**config.mk**
```make
export PLATFORM = sky130hd
export DESIGN_NAME = if_fetch_unit
export DESIGN_NICKNAME = d
export VERILOG_FILES = /design/src/rtl/if_fetch_unit.sv
export SDC_FILE = /design/constraint.sdc
export NUM_CORES = 1
export LEC_CHECK = 0
export ABC_AREA = 1
export CAP_MARGIN = 20
export CORE_ASPECT_RATIO = 1.4
export CORE_MARGIN = 2
export CORE_UTILIZATION = 47
export CTS_CLUSTER_DIAMETER = 120
export DETAILED_ROUTE_END_ITERATION = 10
export GPL_ROUTABILITY_DRIVEN = 0
export PLACE_DENSITY = 0.9
export SLEW_MARGIN = 20
export SYNTH_ARGS = -nofsm -noshare
export SYNTH_HDL_FRONTEND = slang
export SYNTH_SLANG_ARGS = --single-unit
export TNS_END_PERCENT = 1
```
**constraint.sdc**
```tcl
create_clock -name clk -period 6.44 [get_ports clk]
set_clock_uncertainty 0.2 [all_clocks]
set_input_delay 1.288 -clock clk [delete_from_list [all_inputs] [get_ports clk]]
set_output_delay 1.288 -clock clk [all_outputs]
set_load 0.02 [all_outputs]
```
**src/rtl/if_fetch_unit.sv**
```systemverilog
// if_fetch_unit: instruction-fetch stage feeding the IF/ID pipeline register.
//
// Holds the PC and issues word fetches to a variable-latency instruction memory
// (req/ready handshake). It presents IF_instr/IF_pcplus4/IF_valid for IF/ID to
// capture and drives IF_flush on a branch/jump redirect. PC_write=0 stalls
// sequential advance. A redirect that arrives while a request is outstanding
// drains that stale response before refetching.
//
// Ports:
//   clk, rst         rising-edge clock, asynchronous active-high reset
//   PC_write         hazard-unit enable (0 = hold fetch and PC)
//   redirect_en/pc   taken branch/jump and its target
//   imem_req/addr    fetch request (level-held) and address
//   imem_ready/rdata memory response handshake and data
//   IF_instr         instruction to IF/ID (0 when IF_valid=0)
//   IF_pcplus4       fetched address + 4 (0 when IF_valid=0)
//   IF_valid         IF_instr/IF_pcplus4 carry a real instruction
//   IF_flush         zero IF/ID at the next edge (= redirect_en)
//   fetch_pc         current architectural PC (debug)
//   fetch_misalign   sticky misaligned-redirect flag (IF_MISALIGN_TRAP_EN only)
//
// Optional feature macro: IF_MISALIGN_TRAP_EN. When defined, a redirect with
// redirect_pc[1:0]!=0 sets fetch_misalign and jumps to TRAP_VEC. When undefined,
// redirect_pc[1:0] are forced to zero.
// All outputs are forced to 0 while rst=1.
module if_fetch_unit #(
  parameter int unsigned     word     = 32,
  parameter logic [word-1:0] RESET_PC = 32'h0000_0000,
  parameter logic [word-1:0] TRAP_VEC = 32'h0000_0080
) (
  input  logic            clk,
  input  logic            rst,
  input  logic            PC_write,
  input  logic            redirect_en,
  input  logic [word-1:0] redirect_pc,
  output logic            imem_req,
  output logic [word-1:0] imem_addr,
  input  logic            imem_ready,
  input  logic [word-1:0] imem_rdata,
  output logic [word-1:0] IF_instr,
  output logic [word-1:0] IF_pcplus4,
  output logic            IF_valid,
  output logic            IF_flush,
`ifdef IF_MISALIGN_TRAP_EN
  output logic            fetch_misalign,
`endif
  output logic [word-1:0] fetch_pc
);

  typedef enum logic [1:0] {StFetch, StHold, StDrain} state_e;

  localparam logic [word-1:0] Four = word'(4);

  state_e          state_q, state_d;
  logic [word-1:0] pc_q, pc_d;
  logic [word-1:0] req_addr_q, req_addr_d;
  logic [word-1:0] hold_instr_q, hold_instr_d;
  logic [word-1:0] seq_addr;
  logic [word-1:0] redir_tgt;

  logic            req_c, valid_c;
  logic [word-1:0] instr_c;

  assign seq_addr = req_addr_q + Four;

`ifdef IF_MISALIGN_TRAP_EN
  logic misalign_q;
  logic redir_misaligned;

  assign redir_misaligned = (redirect_pc[1:0] != 2'b00);
  assign redir_tgt        = redir_misaligned ? TRAP_VEC : redirect_pc;

  always_ff @(posedge clk or posedge rst) begin
    if (rst) begin
      misalign_q <= 1'b0;
    end else if (redirect_en && redir_misaligned) begin
      misalign_q <= 1'b1;
    end
  end

  assign fetch_misalign = misalign_q;
`else
  logic unused_redir_lsbs;

  // Targets are word-aligned; low bits are dropped.
  assign redir_tgt         = {redirect_pc[word-1:2], 2'b00};
  assign unused_redir_lsbs = ^redirect_pc[1:0];
`endif

  always_comb begin
    state_d      = state_q;
    pc_d         = pc_q;
    req_addr_d   = req_addr_q;
    hold_instr_d = hold_instr_q;
    req_c        = 1'b0;
    valid_c      = 1'b0;
    instr_c      = '0;

    unique case (state_q)
      StFetch: begin
        req_c = 1'b1;
        if (imem_ready) begin
          valid_c = 1'b1;
          instr_c = imem_rdata;
        end
        if (redirect_en) begin
          pc_d = redir_tgt;
          if (imem_ready) begin
            req_addr_d = redir_tgt;
          end else begin
            // Outstanding request must complete before the new fetch is issued.
            state_d = StDrain;
          end
        end else if (imem_ready) begin
          if (PC_write) begin
            pc_d       = seq_addr;
            req_addr_d = seq_addr;
          end else begin
            hold_instr_d = imem_rdata;
            state_d      = StHold;
          end
        end
      end

      StHold: begin
        valid_c = 1'b1;
        instr_c = hold_instr_q;
        if (redirect_en) begin
          pc_d       = redir_tgt;
          req_addr_d = redir_tgt;
          state_d    = StFetch;
        end else if (PC_write) begin
          pc_d       = seq_addr;
          req_addr_d = seq_addr;
          state_d    = StFetch;
        end
      end

      StDrain: begin
        // Keep requesting the stale address; its data is discarded.
        req_c = 1'b1;
        if (redirect_en) begin
          pc_d = redir_tgt;
        end
        if (imem_ready) begin
          req_addr_d = redirect_en ? redir_tgt : pc_q;
          state_d    = StFetch;
        end
      end

      default: begin
        state_d = StFetch;
      end
    endcase
  end

  always_ff @(posedge clk or posedge rst) begin
    if (rst) begin
      state_q      <= StFetch;
      pc_q         <= RESET_PC;
      req_addr_q   <= RESET_PC;
      hold_instr_q <= '0;
    end else begin
      state_q      <= state_d;
      pc_q         <= pc_d;
      req_addr_q   <= req_addr_d;
      hold_instr_q <= hold_instr_d;
    end
  end

  // Outputs are gated so that nothing leaks out while reset is held.
  always_comb begin
    imem_req   = 1'b0;
    imem_addr  = '0;
    IF_instr   = '0;
    IF_pcplus4 = '0;
    IF_valid   = 1'b0;
    IF_flush   = 1'b0;
    fetch_pc   = '0;
    if (!rst) begin
      imem_req   = req_c;
      imem_addr  = req_addr_q;
      IF_valid   = valid_c;
      IF_instr   = valid_c ? instr_c : '0;
      IF_pcplus4 = valid_c ? seq_addr : '0;
      IF_flush   = redirect_en;
      fetch_pc   = pc_q;
    end
  end

endmodule

```
Word level (Yosys, flattened, before mapping)

Cells that the tools add are included.

Flip-flop bits (word level): 98
Bits in latches: 0
Memory bits (writable): 0
ROM bits: 0
Output and inout port bits: 131
Logic and storage cells: 57
Memories: 0

Add/subtract/negate cells: 1
Multiply operators: 0
Divide/modulo/power cells: 0
Order comparisons: 0
Equal/unequal tests: 8
Shift operators: 0
Multiplexer cells: 35
Bitwise gates (word level): 2
Reductions and logical operators: 7

Operators by type and width:

| operator                                            | number |
|---|---|
| 2-to-1 mux 32 bit                                   | 18 |
| one-hot mux 32 bit (3 select lines)                 | 2 |
| one-hot mux 32 bit (2 select lines)                 | 1 |
| adder 32 x 3 -> 32 bit, second input constant       | 1 |
| 2-to-1 mux 2 bit                                    | 7 |
| != test 3 bit, second input constant                | 4 |
| one-hot mux 2 bit (3 select lines)                  | 1 |
| 2-to-1 mux 1 bit                                    | 5 |
| AND reduction 5 bit                                 | 1 |
| != test 2 bit, second input constant                | 2 |
| AND reduction 4 bit                                 | 1 |
| AND reduction 3 bit                                 | 1 |
| nonzero test 3 bit                                  | 1 |
| equality test 2 x 1 -> 1 bit, second input constant | 1 |
| equality test 2 bit, second input constant          | 1 |
| logical NOT 2 bit                                   | 1 |
| inverter 1 bit                                      | 2 |
| one-hot mux 1 bit (2 select lines)                  | 1 |
| AND reduction 2 bit                                 | 1 |
| OR reduction 2 bit                                  | 1 |

Depth between registers and ports, before layout

Word-level depth: 5
Gate-level depth with buffers: 12
Gate-level depth less buffers: 12

Worst setup path after synthesis

OpenSTA, ideal clock, no wires.

Path kind: input-to-output
Start: input rst
End: output IF_pcplus4[21]
Arrival: 4598 ps
Setup slack: 354 ps
Stages: 5
Buffers on the path: 2
Cells stage by stage: clkbuf_1 -> inv_1 -> nand2_1 -> clkbuf_1 -> a21oi_1

Word-level cells in the longest chain between the ends: 1

RTL lines:

| what              | RTL line | source |
|---|---|---|
| start, declared   | 32       | `input logic rst,` |
| 2-to-1 mux 32 bit | 180      | `if (!rst) begin` |
| end, declared     | 41       | `output logic [word-1:0] IF_pcplus4,` |

No other way between the ends.

Worst setup path in the final report

Start: input imem_ready
End: output IF_pcplus4[31]

Word-level cells in the longest chain between the ends: 4

RTL lines:

| what                               | RTL line | source |
|---|---|---|
| start, declared                    | 38       | `input logic imem_ready,` |
| 2-to-1 mux 1 bit                   | 102      | `if (imem_ready) begin` |
| one-hot mux 1 bit (2 select lines) | 99       | `unique case (state_q)` |
| 2-to-1 mux 32 bit                  | 185      | `IF_pcplus4 = valid_c ? seq_addr : '0;` |
| 2-to-1 mux 32 bit                  | 180      |  |

No other way between the ends.

==> run summary <==
routed length per instance = 15.02 um
Area Growth Syn to Fin = 38.07%
Setup crit start kind = input port
Final Hold Vio Count = 0
post-cts sizing count = 0
total wire length = 19330 um
FF-to-FF path depth = 8
Area after DPL = 0.008129 mm2
# IOs = 200
sequential area share after synthesis = 40.35%
most frequent cells in the layout = nand2_1, clkdlybuf4s50_1, nor2_1
Max Root-Sink Buffers = 2
DIE WIDTH = 100.1 um
clock sinks = 98
top cell type's share of synthesized area = 40.35%
Multi-input gate area = 0.003055 mm2
final net count = 1200
Post-CTS Hold Buffers = 0
MaxCap Viol Count = 0
top post-synthesis cells by area = dfrtp_1, nand2_1, nor2_1
Least-Margin Pin Slew = 997.7 ps
Final WS setup = 1237 ps
yosys warns = 0
Seq cells post-synth = 98
Leak = 3.931 nW
synth unique cells = 29
initial antenna violation count = 0
RSZ-0062 raised after global routing = no
setup_tns = 0 ps
first-pass GRT wire length = 31240 um
Num CTS Buffers = 9
CTS root buffer = clkbuf_16
critical path class = input port to output port
Worst Hold Class = flop to flop
H-tree Lvls = 3
core area = 0.01275 mm2
initial core utilization = 47.66%
die area = 0.01387 mm2
Syn Area/Cell = 6.357 um2
1st-iter DRT viols = 326
floorplan row count = 49
CP endpoint kind = output port
DRT Pass-1 Iters = 6
Synth area leader = dfrtp_1
vias in the first global route = 6499
GRT overflow = 0
flip-flop and latch area = 0.002452 mm2
IO buf count = 197
Peak Freq = 192.2 MHz
Post-Place Setup Slack = 1275 ps
crit path time final = 5203 ps
post-layout util = 65.80%
Slew headroom = 33.07%
# Post-CTS Setup Buffers = 0
via count = 6651
Synth Instances = 956
pwr dens = 237.8 mW/mm2
Mapped Area = 0.006077 mm2
worst-path fanout max = 33
Final setup viols = 0
most common cell after layout, fill and taps aside = nand2_1
drt drc = 0
Layout fillers = 1140
crit share post-route = 80.79%
number of antenna diodes = 0
Post-Syn Nets = 1026
Final Slew Violations = 0
CP Data Required Time = 4950 ps
run status = finished, final reports clean
Overall Global Routing Usage = 28.11%
largest net degree at the start of global routing = 57
Chip Height = 138.5 um
Reg clk slew, reported paths = 60 ps
VDD IR max = 0.1446 mV
ratio of cells with drive above 1 in the final layout = 3.704%
Via density = 5.168
Hold Crit Depth = 2
final instance area = 0.008391 mm2
Post-DRT Antenna Nets = 0
CTS tree = yes
detailed placement HPWL = 13410 um
hold_ws = 270.7 ps
WP data arrival = 3720 ps
latest clock arrival within the worst-skew pair = 350 ps
metrics by stage:
step	total power [mW]	cells
3_3_place_gp	1.483	1272
2_1_floorplan	1.220	956
3_5_place_dp	1.500	1272
4_1_cts	2.008	1287
6_report	1.996	1287
5_1_grt	2.116	1287
worst max-delay path: stages:
cell	delay, ps
clkdlybuf4s50_1	510
inv_1	70
nor2_2	90
buf_4	340
inv_2	110
nand2_1	70
nand2_1	40
buf_4	280
a21oi_1	240
clkdlybuf4s50_1	660
state kept, by name (all words and copies together), names as in the netlist:
| name | flops |
|---|---|
| hold_instr_q | 32 |
| pc_q | 32 |
| req_addr_q | 32 |
| state_q | 2 |
routing by layer:
layer | global-route usage, % | share of wire (%) | vias to the layer above | wire (um)
li1 | - | - | 3268 | -
met1 | 32.97 | 38 | 3044 | 7368
met2 | 47.90 | 50 | 288 | 9676
met3 | 6.300 | 7.7 | 51 | 1494
met4 | 14.06 | 4.1 | 0 | 786
met5 | 0 | 0 | - | 0
worst paths after layout:
path / startpoint / end / slack, ps
max: imem_ready / IF_pcplus4[31] / 1240
min: hold_instr_q[19] / hold_instr_q[19] / 270
max reg2reg: state_q[1] / req_addr_q[12] / 3820
min reg2reg: hold_instr_q[19] / hold_instr_q[19] / 270
max in group asynchronous: rst / req_addr_q[28] / 3870
min in group asynchronous: rst / req_addr_q[3] / 1040
where the power goes:
part | total (mW) | switching (mW) | internal (mW)
clock | 0.501 | 0.243 | 0.259
sequential | 0.830 | 0.0966 | 0.734
combinational | 0.664 | 0.398 | 0.266
total | 2.00 | 0.737 | 1.26
kinds of logic (layout without fill, tap and decap cells):
group / count (synthesis) / in the layout / synth area share [%]
adders and majority gates: 1 / 1 / 0.2059
buffers and inverters: 148 / 326 / 9.409
AOI/OAI and AO/OA: 120 / 120 / 11.10
and+or+nand+nor: 574 / 574 / 36.77
xor gates and xnor gates: 15 / 15 / 2.162
DFF: 98 / 98 / 40.35
cells in the mapped netlist:
library cell	count
xnor2_1	1
o21ai_1	6
nand3_1	19
inv_1	99
nand2_2	1
nor2_1	124
xor2_1	14
o31ai_1	2
buf_2	12
clkbuf_2	1
a21oi_1	49
ha_1	1
buf_1	2
o221ai_1	1
a211oi_1	1
nor2_2	7
o21ai_0	34
and2_1	3
clkinv_1	1
clkbuf_1	27
a22oi_1	21
nand2_1	416
nor3_4	1
dfrtp_1	98
nor3_1	1
nor2_4	2
o211ai_1	2
inv_2	6
o22ai_1	4
final cells by class:
cell class	instances	area share, %
clock buffers	10	2.729
clock inverters	5	0.3877
inverters	106	4.772
multi-input cells	710	36.42
flip-flops and latches	98	29.23
well taps	153	2.282
repair buffers	205	24.19
(Power assumes the default switching activity.)
